[src/rtl/ysyx_22050019_wbu_if.sv]
// Writeback unit bundle: enqueue, commit, register-file write, issue and hazard query.
// master drives the requests into the unit; slave is the writeback unit itself.
interface ysyx_22050019_wbu_if #(
    parameter int ADDR_WIDTH = 5,
    parameter int DATA_WIDTH = 64
);
    logic                  in_valid;
    logic                  in_ready;
    logic [DATA_WIDTH-1:0] in_pc;
    logic [ADDR_WIDTH-1:0] in_rd;
    logic                  in_rf_wen;
    logic [DATA_WIDTH-1:0] in_wdata;

    logic                  commit_valid;
    logic                  commit_ready;
    logic [DATA_WIDTH-1:0] commit_pc;

    logic                  rf_wen;
    logic [ADDR_WIDTH-1:0] rf_waddr;
    logic [DATA_WIDTH-1:0] rf_wdata;

    logic                  iss_valid;
    logic [ADDR_WIDTH-1:0] iss_rd;
    logic                  iss_ready;

    logic [ADDR_WIDTH-1:0] raddr1;
    logic [ADDR_WIDTH-1:0] raddr2;
    logic                  busy1;
    logic                  busy2;

    modport master (
        output in_valid, in_pc, in_rd, in_rf_wen, in_wdata,
        output commit_ready, iss_valid, iss_rd, raddr1, raddr2,
        input  in_ready, commit_valid, commit_pc,
        input  rf_wen, rf_waddr, rf_wdata, iss_ready, busy1, busy2
    );

    modport slave (
        input  in_valid, in_pc, in_rd, in_rf_wen, in_wdata,
        input  commit_ready, iss_valid, iss_rd, raddr1, raddr2,
        output in_ready, commit_valid, commit_pc,
        output rf_wen, rf_waddr, rf_wdata, iss_ready, busy1, busy2
    );
endinterface

[src/rtl/ysyx_22050019_wbu.sv]
// Writeback unit: 2-entry in-order retirement FIFO driving the register file write port,
// plus a per-register pending-write scoreboard for decode hazard detection.
module ysyx_22050019_wbu #(
    parameter int ADDR_WIDTH = 5,
    parameter int DATA_WIDTH = 64
) (
    input logic                clk,
    input logic                rst,
    ysyx_22050019_wbu_if.slave wb
);
    localparam int unsigned NREG = 1 << ADDR_WIDTH;

    typedef struct packed {
        logic [DATA_WIDTH-1:0] pc;
        logic [ADDR_WIDTH-1:0] rd;
        logic                  rf_wen;
        logic [DATA_WIDTH-1:0] wdata;
    } entry_t;

    entry_t      fifo_q [2];
    entry_t      head;
    logic        rptr;
    logic        wptr;
    logic [1:0]  count;
    logic        enq_fire;
    logic        commit_fire;

    logic [1:0]      cnt [NREG];
    logic            iss_fire;
    logic [NREG-1:0] inc_vec;
    logic [NREG-1:0] dec_vec;

    // No pass-through: a full FIFO refuses input even when the head retires this cycle.
    assign wb.in_ready     = (count != 2'd2);
    assign wb.commit_valid = (count != 2'd0);
    assign enq_fire        = wb.in_valid & wb.in_ready;
    assign commit_fire     = wb.commit_valid & wb.commit_ready;
    assign head            = fifo_q[rptr];

    assign wb.commit_pc = head.pc;
    assign wb.rf_wen    = commit_fire & head.rf_wen & (head.rd != '0);
    assign wb.rf_waddr  = head.rd;
    assign wb.rf_wdata  = head.wdata;

    always_ff @(posedge clk) begin
        if (enq_fire) begin
            fifo_q[wptr] <= '{pc: wb.in_pc, rd: wb.in_rd, rf_wen: wb.in_rf_wen, wdata: wb.in_wdata};
        end
    end

    always_ff @(posedge clk) begin
        if (rst) begin
            rptr  <= 1'b0;
            wptr  <= 1'b0;
            count <= '0;
        end else begin
            if (enq_fire)    wptr <= ~wptr;
            if (commit_fire) rptr <= ~rptr;
            case ({enq_fire, commit_fire})
                2'b10:   count <= count + 2'd1;
                2'b01:   count <= count - 2'd1;
                default: count <= count;
            endcase
        end
    end

    assign iss_fire     = wb.iss_valid & wb.iss_ready & (wb.iss_rd != '0);
    assign wb.iss_ready = (wb.iss_rd == '0) | (cnt[wb.iss_rd] != 2'd3);
    assign wb.busy1     = (wb.raddr1 != '0) & (cnt[wb.raddr1] != 2'd0);
    assign wb.busy2     = (wb.raddr2 != '0) & (cnt[wb.raddr2] != 2'd0);

    always_comb begin
        inc_vec = '0;
        dec_vec = '0;
        if (iss_fire)  inc_vec[wb.iss_rd]   = 1'b1;
        if (wb.rf_wen) dec_vec[wb.rf_waddr] = 1'b1;
    end

    // Entry 0 is never incremented, so x0 stays at zero after reset.
    always_ff @(posedge clk) begin
        if (rst) begin
            for (int unsigned i = 0; i < NREG; i++) cnt[i] <= '0;
        end else begin
            for (int unsigned i = 1; i < NREG; i++) begin
                if (inc_vec[i] && !dec_vec[i]) begin
                    cnt[i] <= cnt[i] + 2'd1;
                end else if (dec_vec[i] && !inc_vec[i] && cnt[i] != 2'd0) begin
                    cnt[i] <= cnt[i] - 2'd1;
                end
            end
        end
    end

    // Retiring a write that was never issued means upstream broke the issue protocol.
    always_ff @(posedge clk) begin
        if (!rst && wb.rf_wen) begin
            assert (cnt[wb.rf_waddr] != 2'd0);
        end
    end
endmodule

[src/flat_wrapper.sv]
// flat-port wrapper written by rule: the top's interface ports become plain ports
module ysyx_22050019_wbu_flat 
#(
    parameter int ADDR_WIDTH = 5,
    parameter int DATA_WIDTH = 64
)
  (clk, rst, wb_in_valid, wb_in_pc, wb_in_rd, wb_in_rf_wen, wb_in_wdata, wb_commit_ready, wb_iss_valid, wb_iss_rd, wb_raddr1, wb_raddr2, wb_in_ready, wb_commit_valid, wb_commit_pc, wb_rf_wen, wb_rf_waddr, wb_rf_wdata, wb_iss_ready, wb_busy1, wb_busy2);
  ysyx_22050019_wbu_if #(.ADDR_WIDTH(ADDR_WIDTH), .DATA_WIDTH(DATA_WIDTH)) wb_i ();
  input logic clk;
  input logic rst;
  input wire logic [$bits(wb_i.in_valid)-1:0] wb_in_valid;
  input wire logic [$bits(wb_i.in_pc)-1:0] wb_in_pc;
  input wire logic [$bits(wb_i.in_rd)-1:0] wb_in_rd;
  input wire logic [$bits(wb_i.in_rf_wen)-1:0] wb_in_rf_wen;
  input wire logic [$bits(wb_i.in_wdata)-1:0] wb_in_wdata;
  input wire logic [$bits(wb_i.commit_ready)-1:0] wb_commit_ready;
  input wire logic [$bits(wb_i.iss_valid)-1:0] wb_iss_valid;
  input wire logic [$bits(wb_i.iss_rd)-1:0] wb_iss_rd;
  input wire logic [$bits(wb_i.raddr1)-1:0] wb_raddr1;
  input wire logic [$bits(wb_i.raddr2)-1:0] wb_raddr2;
  output wire logic [$bits(wb_i.in_ready)-1:0] wb_in_ready;
  output wire logic [$bits(wb_i.commit_valid)-1:0] wb_commit_valid;
  output wire logic [$bits(wb_i.commit_pc)-1:0] wb_commit_pc;
  output wire logic [$bits(wb_i.rf_wen)-1:0] wb_rf_wen;
  output wire logic [$bits(wb_i.rf_waddr)-1:0] wb_rf_waddr;
  output wire logic [$bits(wb_i.rf_wdata)-1:0] wb_rf_wdata;
  output wire logic [$bits(wb_i.iss_ready)-1:0] wb_iss_ready;
  output wire logic [$bits(wb_i.busy1)-1:0] wb_busy1;
  output wire logic [$bits(wb_i.busy2)-1:0] wb_busy2;
  assign wb_i.in_valid = wb_in_valid;
  assign wb_i.in_pc = wb_in_pc;
  assign wb_i.in_rd = wb_in_rd;
  assign wb_i.in_rf_wen = wb_in_rf_wen;
  assign wb_i.in_wdata = wb_in_wdata;
  assign wb_i.commit_ready = wb_commit_ready;
  assign wb_i.iss_valid = wb_iss_valid;
  assign wb_i.iss_rd = wb_iss_rd;
  assign wb_i.raddr1 = wb_raddr1;
  assign wb_i.raddr2 = wb_raddr2;
  assign wb_in_ready = wb_i.in_ready;
  assign wb_commit_valid = wb_i.commit_valid;
  assign wb_commit_pc = wb_i.commit_pc;
  assign wb_rf_wen = wb_i.rf_wen;
  assign wb_rf_waddr = wb_i.rf_waddr;
  assign wb_rf_wdata = wb_i.rf_wdata;
  assign wb_iss_ready = wb_i.iss_ready;
  assign wb_busy1 = wb_i.busy1;
  assign wb_busy2 = wb_i.busy2;
  ysyx_22050019_wbu #(.ADDR_WIDTH(ADDR_WIDTH), .DATA_WIDTH(DATA_WIDTH)) u_core (.clk(clk), .rst(rst), .wb(wb_i));
endmodule
[config.mk]
export PLATFORM = sky130hd
export DESIGN_NAME = ysyx_22050019_wbu_flat
export DESIGN_NICKNAME = d
export VERILOG_FILES = /design/src/rtl/ysyx_22050019_wbu_if.sv /design/src/rtl/ysyx_22050019_wbu.sv /design/src/flat_wrapper.sv
export SDC_FILE = /design/constraint.sdc
export NUM_CORES = 1
export LEC_CHECK = 0
export CELL_PAD_IN_SITES_DETAIL_PLACEMENT = 1
export CELL_PAD_IN_SITES_GLOBAL_PLACEMENT = 2
export CORE_ASPECT_RATIO = 1.4
export CORE_MARGIN = 4
export CORE_UTILIZATION = 39
export CTS_CLUSTER_SIZE = 10
export DETAILED_ROUTE_END_ITERATION = 12
export PLACE_DENSITY = 0.82
export SLEW_MARGIN = 20
export SYNTH_ARGS = -nofsm -noshare
export SYNTH_HDL_FRONTEND = slang
export SYNTH_SLANG_ARGS = --single-unit
[constraint.sdc]
create_clock -name clk -period 24.7 [get_ports clk]
set_input_delay 4.94 -clock clk [delete_from_list [all_inputs] [get_ports clk]]
set_output_delay 4.94 -clock clk [all_outputs]
set_load 0.005 [all_outputs]
# After elaboration in Yosys (flattened, before gate mapping)
# Memories as Yosys holds them, arrays and structs flattened. A register that Yosys moved wholly into a read port is not among the register bits.
# Cells that the tools add are included.
[classes]
addsub = 64
order_cmp = 4
eq_ne = 4
muxes = 292
bitwise = 73
n_reduce_logical = 197
[ops]
columns = ["op", "n"]
rows = [
  ["two-way mux 1 bit", 225],
  ["two-way mux 2 bit", 62],
  ["logical AND 1 bit", 95],
  ["nonzero test 2 bit", 35],
  ["adder 2 x 1 -> 2 bit, second input constant", 32],
  ["two-way mux 32 bit", 2],
  ["subtractor 2 x 1 -> 2 bit, second input constant", 32],
  ["OR 1 bit", 63],
  ["zero test 1 bit", 62],
  ["nonzero test 5 bit", 4],
  ["< comparator 5 x 6 -> 1 bit, second input constant", 2],
  ["demux 1 bit (select 5 bit)", 2],
  [">= comparator 5 x 1 -> 1 bit, second input constant", 2],
  ["AND 1 bit", 8],
  ["zero test 5 bit", 1],
  ["inequality test 2 bit, second input constant", 2],
  ["case mux 2 bit (2 select lines)", 1],
  ["== test 2 x 1 -> 1 bit, second input constant", 1],
  ["== test 2 bit, second input constant", 1],
  ["inverter 1 bit", 2],
]
[word_totals]
regBits = 4
ram_bits = 332
inputBits = 154
output_inout_bits = 139
elab_cells = 639
memories = 2
[mem_list]
columns = ["name", "depth", "width", "read_ports", "rd_clocked_by_memory_dff", "wr", "line_no", "source"]
rows = [
  ["u_core.fifo_q", 2, 134, 1, 1, 1, "ysyx_22050019_wbu.sv:20", "entry_t fifo_q [2];"],
  ["u_core.cnt", 32, 2, 34, 0, 32, "ysyx_22050019_wbu.sv:28", "logic [1:0] cnt [NREG];"],
]

# Longest topological paths before layout
# An unclocked memory read counts as a cell.
[depth]
ltp_word = 14
ltp_mapped = 11
depth_no_buf = 8

# Worst setup path before layout
# Ideal clock, no wire load.
[synth_path]
kind = "input -> output"
start = "in wb_iss_rd[1]"
end = "out wb_iss_ready"
arrival_ps = 6565
required_time_ps = 19760
slack_ps = 13195
cell_stages = 8
path_buffers = 3
path_cell_list = "buf_6 buf_2 mux2_4 a31oi_1 o2111ai_1 o32a_4 inv_1 buf_2"
[synth_between]
elab_chain_cells = 3
elab_cells_between_ends = 4
cone_classes = "1 x eq/ne; 1 x bitwise; 1 x reduce/logical; 1 x memory"
[synth_rtl]
columns = ["item", "line_no", "source"]
rows = [
  ["start: declaration", "flat_wrapper.sv:18", "input wire logic [$bits(wb_i.iss_rd)-1:0] wb_iss_rd;"],
  ["memory read (32 x 2 bit)", "n/a", ""],
  ["inequality test 2 bit", "ysyx_22050019_wbu.sv:68", "assign wb.iss_ready = (wb.iss_rd == '0) | (cnt[wb.iss_rd] != 2'd3);"],
  ["OR 1 bit (*)", "ysyx_22050019_wbu.sv:68", ""],
  ["end: declaration", "flat_wrapper.sv:27", "output wire logic [$bits(wb_i.iss_ready)-1:0] wb_iss_ready;"],
]
# Every way passes the cells marked *; elsewhere a longest branch is shown, timed or not.

# Final worst setup path
[layout_path]
start = "in wb_iss_rd[0]"
end = "out wb_iss_ready"
# Same word-level chain as after synthesis.

==> impl_metrics.toml <==
[route]
vias = 10800
drtPass1Iterations = 5
drc_errors = 0
routedWlPerCell_um = 26.2
drtIter0Drc = 710
via_per_inst = 5.62
ant_nets = 0
routed_wl_um = 50100

[sta]
timing.final.crit_period_ns = 13.90
finalMaxSlewViolations = 0
max_slew.worst_pin.slew_ns = 1.04
finalHoldViolations = 0
fin_crit_sh_pct = 56.3
relSlewSlack_pct = 30.7
finClkSkew_ns = 0.00990
rsz0062_at_grt = "false"
hold_slack_ns = 0.507
setup_violations = 0
fmax_mhz = 71.9
timing.setup.tns_ns = 0

[synth]
syn_nets = 1228
synth-edff-count = 330
ys_warn_count = 0
synth_mux_area_share_pct = 14.4
synthSimpleGateAreaFrac_pct = 9.05
ys_seq_elements = 335
synth-main-ff-cell = "edfxtp_1"
synth_fa_ha_area_share_pct = 0.161
synth_cell_types = 71
netlist_area_um2 = 15500
synth-xor-area-share_pct = 1.75
synth_top_family_by_area = "multiplexers"
synth_compound_area_share_pct = 8.18
syn_inst = 1072
syn_avg_cell_area_um2 = 14.5
synthArstFlopShare_pct = 0
synth_seq_area_share_pct = 64.6

[clock_network]
postCtsHoldBufs = 0
cts_root_buf = "clkbuf_16"
post_cts_buffers = 0
cts_tree = "built"
cts_sinks = 335
htreeDepth = 2
cts_buffers = 40
clock_path_buffers = 3
path_clk_slew_ns = 0.05
ctsResizeCount = 0
clock_latency_ns = 0.54

[cells_and_area]
fin_util_pct = 51.2
syn2layout_area_growth_pct = 29.8
stdcell_area_um2 = 20100
fin_nets = 1518
final_cells = 1914
drive_gt1_share_pct = 16.8

[floorplan]
die_h_um = 244
die_w_um = 176
initial_utilization_pct = 39.5
rows = 86
ios = 293
fp.coreArea_um2 = 39300
die_area_um2 = 43000

[worst_setup_path]
arrival_ns = 8.96
start_kind = "input pin"
critical_path.slowest_cell = "clkdlybuf4s50_1"
critPathBufInv = 3
critPathKind = "input pin to output port"
cp_max_fo = 36
worstSetupEndpointType = "output port"
worstPathCellList = "clkdlybuf4s50_1 > mux4_2 > nor2b_1 > a221o_1 > o32a_4 > inv_1 > clkdlybuf4s50_1"
cp_top_family = "buffers and inverters"
cp_common_cell = "clkdlybuf4s50_1"
critPathMaxStageDelay_ns = 1.15
required_ns = 19.76

[grt]
grt_usage_pct = 22.9
antenna_found_initial = 13
grt_pass1_wl_um = 74400
grt_max_degree = 87
overflow = 0
grt_pass1_vias = 11900

[status]
status = "finished clean"

[placed_design]
hpwl_um = 36700
placed_cell_area_um2 = 18900
place_inst = 1848
port-buffer-count = 292
place_congestion = 0.897

[pwr]
powerDensity_nw_per_um2 = 90.3
max-vdd-ir-drop_mv = 0.0633
leakage_nw = 6.59

[run]
drv_cap = 0

[worst_hold_path]
min_path_type = "flop to flop"
-- tightest hold or removal path, cell delays in order (launching register included) --
cell and delay (ns):
dfxtp_1 0.32, xor2_1 0.08, nor2_1 0.07
-- cells in the mapped netlist, types with 3 or more instances --
| master | instances | area, um^2 |
|---|---|---|
| edfxtp_1 | 330 | 9910 |
| mux2_2 | 133 | 1500 |
| nor2_1 | 92 | 345 |
| nand2_1 | 49 | 184 |
| nand3_1 | 39 | 195 |
| a21oi_1 | 34 | 170 |
| a211oi_1 | 31 | 233 |
| mux2i_1 | 30 | 300 |
| clkbuf_1 | 28 | 105 |
| nor3_1 | 25 | 125 |
| o21ai_0 | 24 | 120 |
| xor2_1 | 22 | 193 |
| or3_1 | 19 | 119 |
| mux4_2 | 18 | 405 |
| nand4_1 | 17 | 106 |
| o211ai_1 | 15 | 113 |
| buf_2 | 13 | 65.1 |
| o311ai_0 | 10 | 87.6 |
| a211o_1 | 9 | 78.8 |
| inv_1 | 9 | 33.8 |
| xnor2_1 | 9 | 78.8 |
| buf_1 | 8 | 30.0 |
| o31ai_1 | 8 | 60.1 |
| and3_1 | 7 | 43.8 |
| nor3b_1 | 6 | 45.0 |
| a311o_1 | 5 | 50.1 |
| dfxtp_1 | 5 | 100 |
| a31oi_1 | 4 | 25.0 |
| and2_1 | 4 | 25.0 |
| buf_6 | 4 | 45.0 |
| nand3b_1 | 4 | 30.0 |
| o221ai_1 | 4 | 35.0 |
| o22ai_1 | 4 | 25.0 |
| or4_1 | 4 | 30.0 |
| o31a_1 | 3 | 26.3 |
-- routing by layer --
metal	GRT usage (%)	vias up	share of wire, %
li1	-	4840	-
met1	23.6	5411	35
met2	41.0	365	52
met3	9.76	124	9.3
met4	8.63	20	4.1
met5	0	-	0.29
-- state kept, by name, summed over array words and instances, names as in the netlist, named ones only --
name,cells
u_core.fifo_q,268
u_core.cnt,62
u_core.rptr,1
u_core.count,2
u_core.wptr,1
-- metrics by stage --
| step | setup WS (ns) | power (mW) |
|---|---|---|
| after floorplan | 13.20 | 1.00 |
| after global placement | 10.94 | 1.27 |
| after detailed placement | 10.84 | 1.28 |
| after CTS | 10.83 | 1.84 |
| after global routing | 10.63 | 1.90 |
| final | 10.80 | 1.82 |
-- cells by family after synthesis --
| family | after synthesis |
|---|---|
| XOR/XNOR | 31 |
| AND/OR/NAND/NOR | 284 |
| flip-flops | 335 |
| multiplexers | 183 |
| buffers and inverters | 64 |
| adder cells (fa/ha/maj) | 2 |
| AO/OA/AOI/OAI | 173 |
-- cell type report --
type                            instances  area, um^2
Tap cell                              528         661
Fill cell                            3824       19200
Sequential cell                       335       10000
Clock buffer                           59        1100
Inverter                                9        33.8
Antenna cell                            3        7.51
Clock inverter                          4        83.8
Timing Repair Buffer                  303        3000
Multi-Input combinational cell        673        5230
-- where the power goes --
part           switching, mW  internal [mW]
logic                  0.234          0.269
clock network          0.226          0.319
registers             0.0455          0.724
-- layout by cell type, fill, tap and decap left out, types with 4 or more instances in the layout --
cell             count
edfxtp_1           330
clkdlybuf4s50_1    290
mux2_2             133
nor2_1              91
nand2_1             49
clkbuf_16           41
nand3_1             39
a21oi_1             34
a211oi_1            31
mux2i_1             30
nor3_1              25
o21ai_0             24
xor2_1              22
or3_1               19
mux4_2              18
nand4_1             17
clkbuf_1            17
o211ai_1            15
buf_4               11
o311ai_0            10
inv_1                9
a211o_1              9
xnor2_1              9
o31ai_1              8
nor3b_1              6
and3_1               6
a311o_1              5
nand3b_1             4
o22ai_1              4
a31oi_1              4
o221ai_1             4
and2_1               4
or4_1                4
dfxtp_1              4
-- worst paths after layout --
kind                     startpoint                end  slack, ns  cells past startpoint
setup / recovery       wb_iss_rd[0]       wb_iss_ready      10.80                      7
hold / removal          u_core.rptr               flop       0.51                      2
setup reg to reg  u_core.cnt[28][1]  u_core.cnt[18][1]      21.20                      8
hold reg to reg         u_core.rptr               flop       0.51                      2
No activity file was read; power rests on OpenSTA's default activity.
